## src/rtl/mem_initiator.sv

```systemverilog
// Burst initiator for the single-port synchronous word memory: streams write beats in and read beats out.
// Optional command range check: define MEM_INITIATOR_RANGE_CHECK_EN.
module mem_initiator #(
    parameter int ADDR_W = 16,
    parameter int DATA_W = 32,
    parameter int DEPTH  = 1024,
    parameter int LEN_W  = 8
) (
    input  logic              clk_i,
    input  logic              arst_ni,
    input  logic              cmd_valid_i,
    output logic              cmd_ready_o,
    input  logic              cmd_we_i,
    input  logic [ADDR_W-1:0] cmd_addr_i,
    input  logic [LEN_W-1:0]  cmd_len_i,
    input  logic              wd_valid_i,
    output logic              wd_ready_o,
    input  logic [DATA_W-1:0] wd_data_i,
    output logic              rd_valid_o,
    input  logic              rd_ready_i,
    output logic [DATA_W-1:0] rd_data_o,
    output logic              rd_last_o,
    output logic              done_o,
    output logic              err_o,
    output logic              mem_we_o,
    output logic              mem_srst_o,
    output logic [ADDR_W-1:0] mem_addr_o,
    output logic [DATA_W-1:0] mem_wdata_o,
    input  logic [DATA_W-1:0] mem_rdata_i,
    output logic [2:0]        state_o
);

    localparam int IDX_W = $clog2(DEPTH);

    // All channels use valid/ready: a beat or command transfers on a rising clk_i edge where
    // both are high; a source holds its payload stable while valid is high and ready is low.

    typedef enum logic [2:0] {IDLE, WR, RD_ISSUE, RD_CAPT, RD_RESP} state_t;

    state_t            state_q, state_d;
    logic [ADDR_W-1:0] addr_q, addr_nxt;
    logic [LEN_W-1:0]  cnt_q;
    logic [DATA_W-1:0] rd_data_q;
    logic              rd_valid_q, rd_last_q, done_q;
    logic              cmd_bad;

    assign addr_nxt = (addr_q == ADDR_W'(DEPTH - 1)) ? '0 : addr_q + ADDR_W'(1);

`ifdef MEM_INITIATOR_RANGE_CHECK_EN
    logic [ADDR_W:0] end_addr;
    logic            err_q;

    assign end_addr = {1'b0, cmd_addr_i} + (ADDR_W + 1)'(cmd_len_i);
    assign cmd_bad  = ({1'b0, cmd_addr_i} >= (ADDR_W + 1)'(DEPTH)) ||
                      (end_addr >= (ADDR_W + 1)'(DEPTH));
    assign err_o    = err_q;

    always_ff @(posedge clk_i or negedge arst_ni) begin
        if (!arst_ni) err_q <= 1'b0;
        else          err_q <= (state_q == IDLE) && cmd_valid_i && cmd_bad;
    end
`else
    logic unused_addr_hi;

    // Without the check, upper address bits are simply discarded.
    assign unused_addr_hi = ^cmd_addr_i[ADDR_W-1:IDX_W];
    assign cmd_bad        = 1'b0;
    assign err_o          = 1'b0;
`endif

    always_ff @(posedge clk_i or negedge arst_ni) begin
        if (!arst_ni) state_q <= IDLE;
        else          state_q <= state_d;
    end

    always_comb begin
        state_d     = state_q;
        cmd_ready_o = 1'b0;
        wd_ready_o  = 1'b0;
        mem_we_o    = 1'b0;
        mem_srst_o  = 1'b1;
        mem_wdata_o = '0;
        case (state_q)
            IDLE: begin
                cmd_ready_o = 1'b1;
                if (cmd_valid_i && !cmd_bad) state_d = cmd_we_i ? WR : RD_ISSUE;
            end
            WR: begin
                wd_ready_o  = 1'b1;
                mem_srst_o  = 1'b0;
                mem_we_o    = wd_valid_i;
                mem_wdata_o = wd_data_i;
                if (wd_valid_i && cnt_q == '0) state_d = IDLE;
            end
            RD_ISSUE: begin
                mem_srst_o = 1'b0;
                state_d    = RD_CAPT;
            end
            RD_CAPT: state_d = RD_RESP;
            RD_RESP: begin
                if (rd_ready_i) state_d = rd_last_q ? IDLE : RD_ISSUE;
            end
            default: state_d = IDLE;
        endcase
    end

    always_ff @(posedge clk_i or negedge arst_ni) begin
        if (!arst_ni) begin
            addr_q     <= '0;
            cnt_q      <= '0;
            rd_data_q  <= '0;
            rd_valid_q <= 1'b0;
            rd_last_q  <= 1'b0;
            done_q     <= 1'b0;
        end else begin
            done_q <= 1'b0;
            case (state_q)
                IDLE: begin
                    if (cmd_valid_i && !cmd_bad) begin
                        addr_q <= ADDR_W'(cmd_addr_i[IDX_W-1:0]);
                        cnt_q  <= cmd_len_i;
                    end
                end
                WR: begin
                    if (wd_valid_i) begin
                        addr_q <= addr_nxt;
                        cnt_q  <= cnt_q - LEN_W'(1);
                        if (cnt_q == '0) done_q <= 1'b1;
                    end
                end
                RD_CAPT: begin
                    rd_data_q  <= mem_rdata_i;
                    rd_valid_q <= 1'b1;
                    rd_last_q  <= (cnt_q == '0);
                end
                RD_RESP: begin
                    if (rd_ready_i) begin
                        rd_valid_q <= 1'b0;
                        rd_last_q  <= 1'b0;
                        if (rd_last_q) begin
                            done_q <= 1'b1;
                        end else begin
                            addr_q <= addr_nxt;
                            cnt_q  <= cnt_q - LEN_W'(1);
                        end
                    end
                end
                default: ;
            endcase
        end
    end

    assign mem_addr_o = addr_q;
    assign rd_data_o  = rd_data_q;
    assign rd_valid_o = rd_valid_q;
    assign rd_last_o  = rd_last_q;
    assign done_o     = done_q;
    assign state_o    = state_q;

endmodule

```

## config.mk

```make
export PLATFORM = sky130hd
export DESIGN_NAME = mem_initiator
export DESIGN_NICKNAME = d
export VERILOG_FILES = /design/src/rtl/mem_initiator.sv
export SDC_FILE = /design/constraint.sdc
export NUM_CORES = 1
export LEC_CHECK = 0
export ABC_AREA = 1
export CORE_MARGIN = 2
export CORE_UTILIZATION = 30
export CTS_BUF_LIST = sky130_fd_sc_hd__clkbuf_8
export CTS_CLUSTER_SIZE = 10
export DETAILED_ROUTE_END_ITERATION = 8
export PLACE_DENSITY = 0.71
export SETUP_SLACK_MARGIN = 0.5
export SLEW_MARGIN = 20
export SYNTH_ARGS = -nofsm -noshare
export SYNTH_HDL_FRONTEND = slang
export SYNTH_SLANG_ARGS = --single-unit
```

## constraint.sdc

```tcl
create_clock -name clk_i -period 1.2 [get_ports clk_i]
set_input_delay 0.24 -clock clk_i [delete_from_list [all_inputs] [get_ports clk_i]]
set_output_delay 0.24 -clock clk_i [all_outputs]
set_load 0.02 [all_outputs]
```

==> flow_summary.toml, run 1 <==
[floorplan]
starting_utilization_of_the_core_area_pct = 30.88
die_w_um = 112.9
vertical_die_dimension_um = 112.9
floorplan.io_pins = 185
placementRows = 39
die_area_mm2 = 0.01274
core_area_mm2 = 0.01152

[drt]
detailroute.via_count = 4137
viasPerCell = 4.669
wl_per_cell_um = 14.88
dr.first_iter.drc_count = 170
number_of_detailed_routing_iterations_run_before_antenna_repair = 7
drc = 10
drt-total-wl_um = 13180
antenna_violating_nets_post_route = 0

[synth]
synthesis.area_mm2 = 0.003556
synth_largest_area_cell = "sky130_fd_sc_hd__dfrtp_1"
postSynthNetCount = 552
postSynthAreaPerCell_um2 = 7.798
yosysSeqAreaShare_pct = 43.63
ys_dominant_reg_cell = "sky130_fd_sc_hd__dfrtp_1"
synth_cells = 456
ranking_of_synthesized_cells_by_area = "sky130_fd_sc_hd__dfrtp_1 (44%), sky130_fd_sc_hd__nand2_1 (12%), sky130_fd_sc_hd__mux2_2 (10%), sky130_fd_sc_hd__nor2_1 (8.3%), sky130_fd_sc_hd__inv_1 (6.7%)"
synth_cell_types = 32
ys_warn_count = 0
top_cell_type_s_share_of_synthesized_area_pct = 43.63
asyncSetResetFlopFracSynth_pct = 100.0
synth_enable_flop_cells = 0
synth-seq-cells = 62

[clocking]
cts_tree = "yes"
ctsLongestPathBuffers = 2
cts.clk_slew.worst_paths_ns = 0.08
clk-insertion-delay-late_ns = 0.34
numCtsBuffers = 9
ctsHtreeMaxLevel = 3
clk_root_buffer_cell = "sky130_fd_sc_hd__clkbuf_8"
cts.sinks = 62

[power]
net-switching-power_w = 0.007763
power.static_leakage_nw = 3.790
pwr-share-comb_pct = 67.3
power.density_mw_per_mm2 = 2540
sequentialPowerShare_pct = 20.0
clk_pwr_share_pct = 12.8
netSwitchingFraction_pct = 39.44
p_int_w = 0.01192
worst_ir_drop_vdd_uv = 1604

[worst_setup_path]
reg2reg_depth = 12
worstPathRequired_ns = 0.96
worst_r2r_endpoint = "cnt_q[0]"
r2r_slack_ns = -0.48
worstSetupStartpointType = "register"
cp-endpoint = "mem_wdata_o[1]"
critPathArrivalTime_ns = 1.46
critical_path_maximum_fanout = 6
worst-setup-path-type = "reg -> out"
r2r-start = "state_o[2]"
cp-startpoint = "state_o[2]"
worst_setup_path_end_kind = "output port"

[cells_and_area]
final_core_utilization_pct = 67.29
antenna-diode-count = 0
fill_cells = 869
final_layout_size_suffix_gt1_share_pct = 51.41
finish.net_count = 834
area_delta_synth_final_pct = 117.9

[sta]
rsz0062_at_grt = "yes"
final_hold_viol_count = 62
finalSetupViolCount = 100
clock-skew-final_ns = 0.01014
timing.final.max_slew_violations = 0
post-route-min-period_ns = 1.698
hold_slack_ns = -0.1093
finalCritPeriodShare_pct = 141.5
timing.fmax_mhz = 588.8
post-route-worst-setup-slack_ns = -0.4984

[global_routing]
number_of_antenna_violations_at_the_first_check_in_global_routing = 0
maximum_number_of_pins_on_one_net_before_global_route_repair = 63
grt_first_pass_wirelength_um = 20900
via_count_of_the_first_global_routing_pass = 4289
grt_usage_pct = 20.30
overflow = 0

[status]
status = "complete, but fails checks"
violations_in_the_final_reports = "design-rule violations, negative hold slack, negative setup slack"

[placed_design]
port-buffer-count = 177
gp_congestion = 0.8893
hpwl_um = 8533
pre_cts_slack_ns = -0.6442

[min_path]
worstHoldPathType = "in -> async"

[run]
maxCapViolCount = 0
## flip-flops by register name, summed over array words and instances, names as in the netlist
signal / count
done_o: 1
rd_data_o: 32
rd_valid_o: 1
state_o: 3
rd_last_o: 1
cnt_q: 8
mem_addr_o: 16
## placed cells by master, fill, tap and decap left out, types with 8 or more instances in the layout
master	instances
sky130_fd_sc_hd__nor2_2	8
sky130_fd_sc_hd__nor2_1	38
sky130_fd_sc_hd__inv_1	57
sky130_fd_sc_hd__buf_16	9
sky130_fd_sc_hd__nor2_4	38
sky130_fd_sc_hd__clkbuf_8	10
sky130_fd_sc_hd__nand3_1	22
sky130_fd_sc_hd__buf_12	15
sky130_fd_sc_hd__o21ai_2	13
sky130_fd_sc_hd__dfrtp_2	19
sky130_fd_sc_hd__nand2_2	24
sky130_fd_sc_hd__o21ai_1	13
sky130_fd_sc_hd__nand2_1	80
sky130_fd_sc_hd__buf_4	66
sky130_fd_sc_hd__clkdlybuf4s50_1	86
sky130_fd_sc_hd__mux2_4	32
sky130_fd_sc_hd__dfrtp_1	43
sky130_fd_sc_hd__buf_6	105
## logic make-up (layout without fill, tap and decap cells)
group           after synthesis  after routing  share of synthesized area, %
other cells                   1              1                        0.1055
compound gates               40             40                         6.651
flops                        62             62                         43.63
fa+ha+maj                     2              2                        0.7036
mux                          32             32                         10.13
buf+inv                      82            369                         10.20
simple gates                235            235                         28.08
xor+xnor                      2              2                        0.4927
## cells in the mapped netlist, types with 3 or more instances
cell / number
sky130_fd_sc_hd__buf_1: 3
sky130_fd_sc_hd__nand3_1: 28
sky130_fd_sc_hd__nand4_1: 5
sky130_fd_sc_hd__a21oi_1: 4
sky130_fd_sc_hd__inv_1: 63
sky130_fd_sc_hd__nor2_4: 3
sky130_fd_sc_hd__nor2_1: 79
sky130_fd_sc_hd__buf_2: 5
sky130_fd_sc_hd__o21bai_1: 5
sky130_fd_sc_hd__buf_6: 5
sky130_fd_sc_hd__nand2_1: 110
sky130_fd_sc_hd__o21ai_2: 4
sky130_fd_sc_hd__buf_4: 3
sky130_fd_sc_hd__o21ai_0: 18
sky130_fd_sc_hd__o21ai_1: 6
sky130_fd_sc_hd__mux2_2: 32
sky130_fd_sc_hd__inv_2: 3
sky130_fd_sc_hd__dfrtp_1: 62
## worst min path at each step
stage | start | end | cells past startpoint
after floorplan | arst_ni | cnt_q[0] | 0
after global placement | arst_ni | mem_addr_o[15] | 2
after detailed placement | arst_ni | mem_addr_o[15] | 2
after CTS | arst_ni | mem_addr_o[15] | 2
after global routing | arst_ni | mem_addr_o[13] | 2
final | arst_ni | mem_addr_o[13] | 2
## metrics by stage
| stage | cells | total power, W | area, um2 | hold slack (ns) | TNS [ns] |
|---|---|---|---|---|---|
| after detailed placement | 812 | 0.01316 | 6138 | 0.2846 | -39.58 |
| after CTS | 868 | 0.01874 | 7435 | -0.09083 | -39.62 |
| final | 886 | 0.01968 | 7749 | -0.1093 | -38.98 |
| after global placement | 812 | 0.01292 | 6138 | 0.2793 | -38.34 |
| after global routing | 886 | 0.02081 | 7749 | -0.08420 | -44.98 |
| after floorplan | 456 | 0.008847 | 3840 | -0.05559 | -14.59 |
## timing repair
item                                   CTS  global route
buffers inserted                        29            17
setup endpoints to repair              152           152
resized for setup                      662            45
gates cloned                            11             1
pin swaps                               28            14
endpoints found under the hold margin   62            62
## layout make-up
cell class,count,area (um2),area share (%)
timing repair buffer,286,3162,40.80
clock inverter,6,132.6,1.712
inverter,66,260.3,3.359
timing repair inverter,1,11.26,0.1453
clock buffer,10,137.6,1.776
sequential,62,1575,20.33
tap,143,178.9,2.309
multi-input combinational,312,2291,29.57
## layer usage
layer | part of all wire, % | track usage (%) | vias up | wire length, um
li1 | - | - | 1991 | -
met1 | 38 | 23.30 | 1995 | 5036
met2 | 53 | 37.07 | 128 | 6954
met3 | 6.4 | 5.196 | 23 | 844
met4 | 2.6 | 6.260 | 0 | 347
met5 | 0 | 0 | - | 0
## critical path: stages, from the launching register on
cell and delay, ns:
sky130_fd_sc_hd__dfrtp_2 0.41, sky130_fd_sc_hd__inv_2 0.08, sky130_fd_sc_hd__nand3_4 0.11, sky130_fd_sc_hd__buf_12 0.16, sky130_fd_sc_hd__buf_16 0.14, sky130_fd_sc_hd__nor2_4 0.10, sky130_fd_sc_hd__buf_6 0.12
## power groups by stage
| stage | clock, W | combinational (W) | sequential (W) |
|---|---|---|---|
| final | 0.00251 | 0.0132 | 0.00393 |
| after global routing | 0.00266 | 0.0141 | 0.00404 |
| after CTS | 0.00257 | 0.0123 | 0.00390 |
| after detailed placement | 0 | 0.00941 | 0.00375 |
| after global placement | 0 | 0.00922 | 0.00370 |
| after floorplan | 0 | 0.00423 | 0.00462 |
Power figures use the tool's default switching activity.
==> run 2: changes to the inputs <==
PLACE_DENSITY = 0.69   (was 0.71)
==> run 2 against run 1 <==
The flow still finishes with violations (design-rule violations, negative hold slack, negative setup slack). Global-route usage shrank 1.5 points. Via count shrank 5.3%. Sequential power is essentially flat. Fmax shrank 1.9%. Sequential share of layout area grew 2.0 points. Utilization shrank 6.1 points. Worst setup slack lost 0.032 ns. Final cell count shrank 3.4%. Critical endpoint is now mem_wdata_o[17]. Largest power group unchanged.
==> flow_summary.toml, run 2 (same netlist as run 1, synthesis figures left out) <==
[worst_setup_path]
worst_r2r_endpoint = "mem_addr_o[7]"
critical_path_maximum_fanout = 5
critPathArrivalTime_ns = 1.49
worstPathRequired_ns = 0.96
r2r-start = "state_o[0]"
worst-setup-path-type = "reg -> out"
r2r_slack_ns = -0.47
reg2reg_depth = 9
worstSetupStartpointType = "register"
worst_setup_path_end_kind = "output port"

[sta]
timing.setup.tns_ns = -37.46
timing.fmax_mhz = 577.8
rsz0062_at_grt = "yes"
final_hold_viol_count = 62
finalCritPeriodShare_pct = 144.2
post-route-worst-setup-slack_ns = -0.5307
finalSetupViolCount = 100
hold_slack_ns = -0.1428
post-route-min-period_ns = 1.731
timing.final.max_slew_violations = 0
clock-skew-final_ns = 0.01147

[power]
net-switching-power_w = 0.007024
pwr-share-comb_pct = 65.8
worst_ir_drop_vdd_uv = 1451
power.static_leakage_nw = 3.436
power.density_mw_per_mm2 = 2380
totalPowerFinal_w = 0.01677
sequentialPowerShare_pct = 23.3
p_int_w = 0.009749
clk_pwr_share_pct = 10.8
netSwitchingFraction_pct = 41.87

[clocking]
cts.sinks = 62
numCtsBuffers = 9
ctsLongestPathBuffers = 2
clk_root_buffer_cell = "sky130_fd_sc_hd__clkbuf_8"
clk-insertion-delay-late_ns = 0.35
cts_tree = "yes"
ctsHtreeMaxLevel = 3
cts.clk_slew.worst_paths_ns = 0.08

[global_routing]
grt_usage_pct = 18.76
maximum_number_of_pins_on_one_net_before_global_route_repair = 63
overflow = 0
via_count_of_the_first_global_routing_pass = 3944
grt_first_pass_wirelength_um = 19220
number_of_antenna_violations_at_the_first_check_in_global_routing = 0

[floorplan]
die_w_um = 112.9
floorplan.io_pins = 185
die_area_mm2 = 0.01274
vertical_die_dimension_um = 112.9
core_area_mm2 = 0.01152
starting_utilization_of_the_core_area_pct = 30.88
placementRows = 39

[drt]
detailroute.via_count = 3916
drt-total-wl_um = 12100
metal2_wl_um = 6236
highest-signal-layer = "met4"
drc = 12
route.layer.met1.wl_um = 4883
wl_per_cell_um = 14.13
viasPerCell = 4.575
antenna_violating_nets_post_route = 0
routed-wl-met3_um = 843
number_of_detailed_routing_iterations_run_before_antenna_repair = 7
dr.first_iter.drc_count = 197

[cells_and_area]
largest_register_ff_count = 32
layout_commonest_cell = "sky130_fd_sc_hd__nand2_1"
most-common-layout-cells = "sky130_fd_sc_hd__nand2_1 (98), sky130_fd_sc_hd__buf_6 (93), sky130_fd_sc_hd__clkdlybuf4s50_1 (86)"
area_delta_synth_final_pct = 98.17
fill_cells = 948
antenna-diode-count = 0
final_layout_size_suffix_gt1_share_pct = 44.46
finish.net_count = 804
finalInstanceArea_mm2 = 0.007047

[placed_design]
hpwl_um = 8370
port-buffer-count = 177
placed_area_mm2 = 0.006133
gp_congestion = 0.8979

[run]
maxCapViolCount = 0

[status]
status = "complete, but fails checks"
violations_in_the_final_reports = "design-rule violations, negative hold slack, negative setup slack"

[min_path]
worstHoldPathType = "in -> async"
[run 2: changes by cell type in the layout (fill, tap and decap cells not counted), moves of 3 or more]
cell                        previous run  this run
sky130_fd_sc_hd__buf_12               15         9
sky130_fd_sc_hd__buf_16                9         5
sky130_fd_sc_hd__buf_4                66        61
sky130_fd_sc_hd__buf_6               105        93
sky130_fd_sc_hd__bufinv_16             4         1
sky130_fd_sc_hd__mux2_2                0         5
sky130_fd_sc_hd__mux2_4               32        27
sky130_fd_sc_hd__nand2_1              80        98
sky130_fd_sc_hd__nand2_2              24        12
sky130_fd_sc_hd__nand2_4               6         2
sky130_fd_sc_hd__nor2_1               38        42
sky130_fd_sc_hd__o21ai_0               2        12
sky130_fd_sc_hd__o21ai_1              13        10
sky130_fd_sc_hd__o21ai_2              13         6
[run 2: metal layers]
metal,vias up,GRT usage [%]
met5,-,0
met4,0,6.179
met1,1853,22.61
met2,125,32.85
met3,11,4.713
li1,1927,-
[run 2: per-stage QoR]
stage	hold WS (ns)	cells	worst slack [ns]	util, %
detailed placement	0.2808	813	-0.6246	53.26
finish	-0.1428	856	-0.5307	61.19
global route	-0.08459	856	-0.5972	61.19
CTS	-0.09890	849	-0.5621	59.04
global placement	0.2790	813	-0.6389	53.26
floorplan	-0.05559	456	-0.2178	-
[run 2: critical path, cell delays in order (launching register included)]
cell and delay, ns:
sky130_fd_sc_hd__dfrtp_2 0.41, sky130_fd_sc_hd__inv_2 0.08, sky130_fd_sc_hd__nand3_4 0.14, sky130_fd_sc_hd__buf_12 0.18, sky130_fd_sc_hd__buf_12 0.13, sky130_fd_sc_hd__nor2_4 0.08, sky130_fd_sc_hd__buf_6 0.12
[run 2: final cells by class]
cell class	count	area, um2	area share [%]
Sequential cell	62	1574	22.34
Multi-Input combinational cell	312	2125	30.15
Inverter	66	250.2	3.551
Clock inverter	7	66.31	0.9411
Tap cell	143	178.9	2.539
Clock buffer	9	123.9	1.758
Timing Repair Buffer	257	2729	38.73
[run 2: power by group through the flow]
stage / clock network [W] / registers [W] / logic, W
after floorplan: 0 / 0.00462 / 0.00423
after global placement: 0 / 0.00369 / 0.00923
after detailed placement: 0 / 0.00370 / 0.00941
after CTS: 0.00187 / 0.00386 / 0.0105
after global routing: 0.00198 / 0.00402 / 0.0118
final: 0.00182 / 0.00391 / 0.0110
[run 2: repair_timing]
action	4_1_cts	5_1_grt
pin swaps	4	2
gates resized for setup	569	54
setup buffers	15	6
gates cloned	5	1
endpoints found under the hold margin	62	62
endpoints found under the setup margin	152	152
[run 2: how the worst max path moves through the flow]
| stage | startpoint | depth (start not counted) | endpoint | slack [ns] |
|---|---|---|---|---|
| after floorplan | state_o[0] | 9 | mem_addr_o[7] | -0.22 |
| after global placement | wd_valid_i | 4 | mem_we_o | -0.64 |
| after detailed placement | wd_valid_i | 4 | mem_we_o | -0.62 |
| after CTS | state_o[2] | 6 | mem_wdata_o[20] | -0.56 |
| after global routing | state_o[2] | 6 | mem_wdata_o[17] | -0.60 |
| final | state_o[2] | 6 | mem_wdata_o[17] | -0.53 |
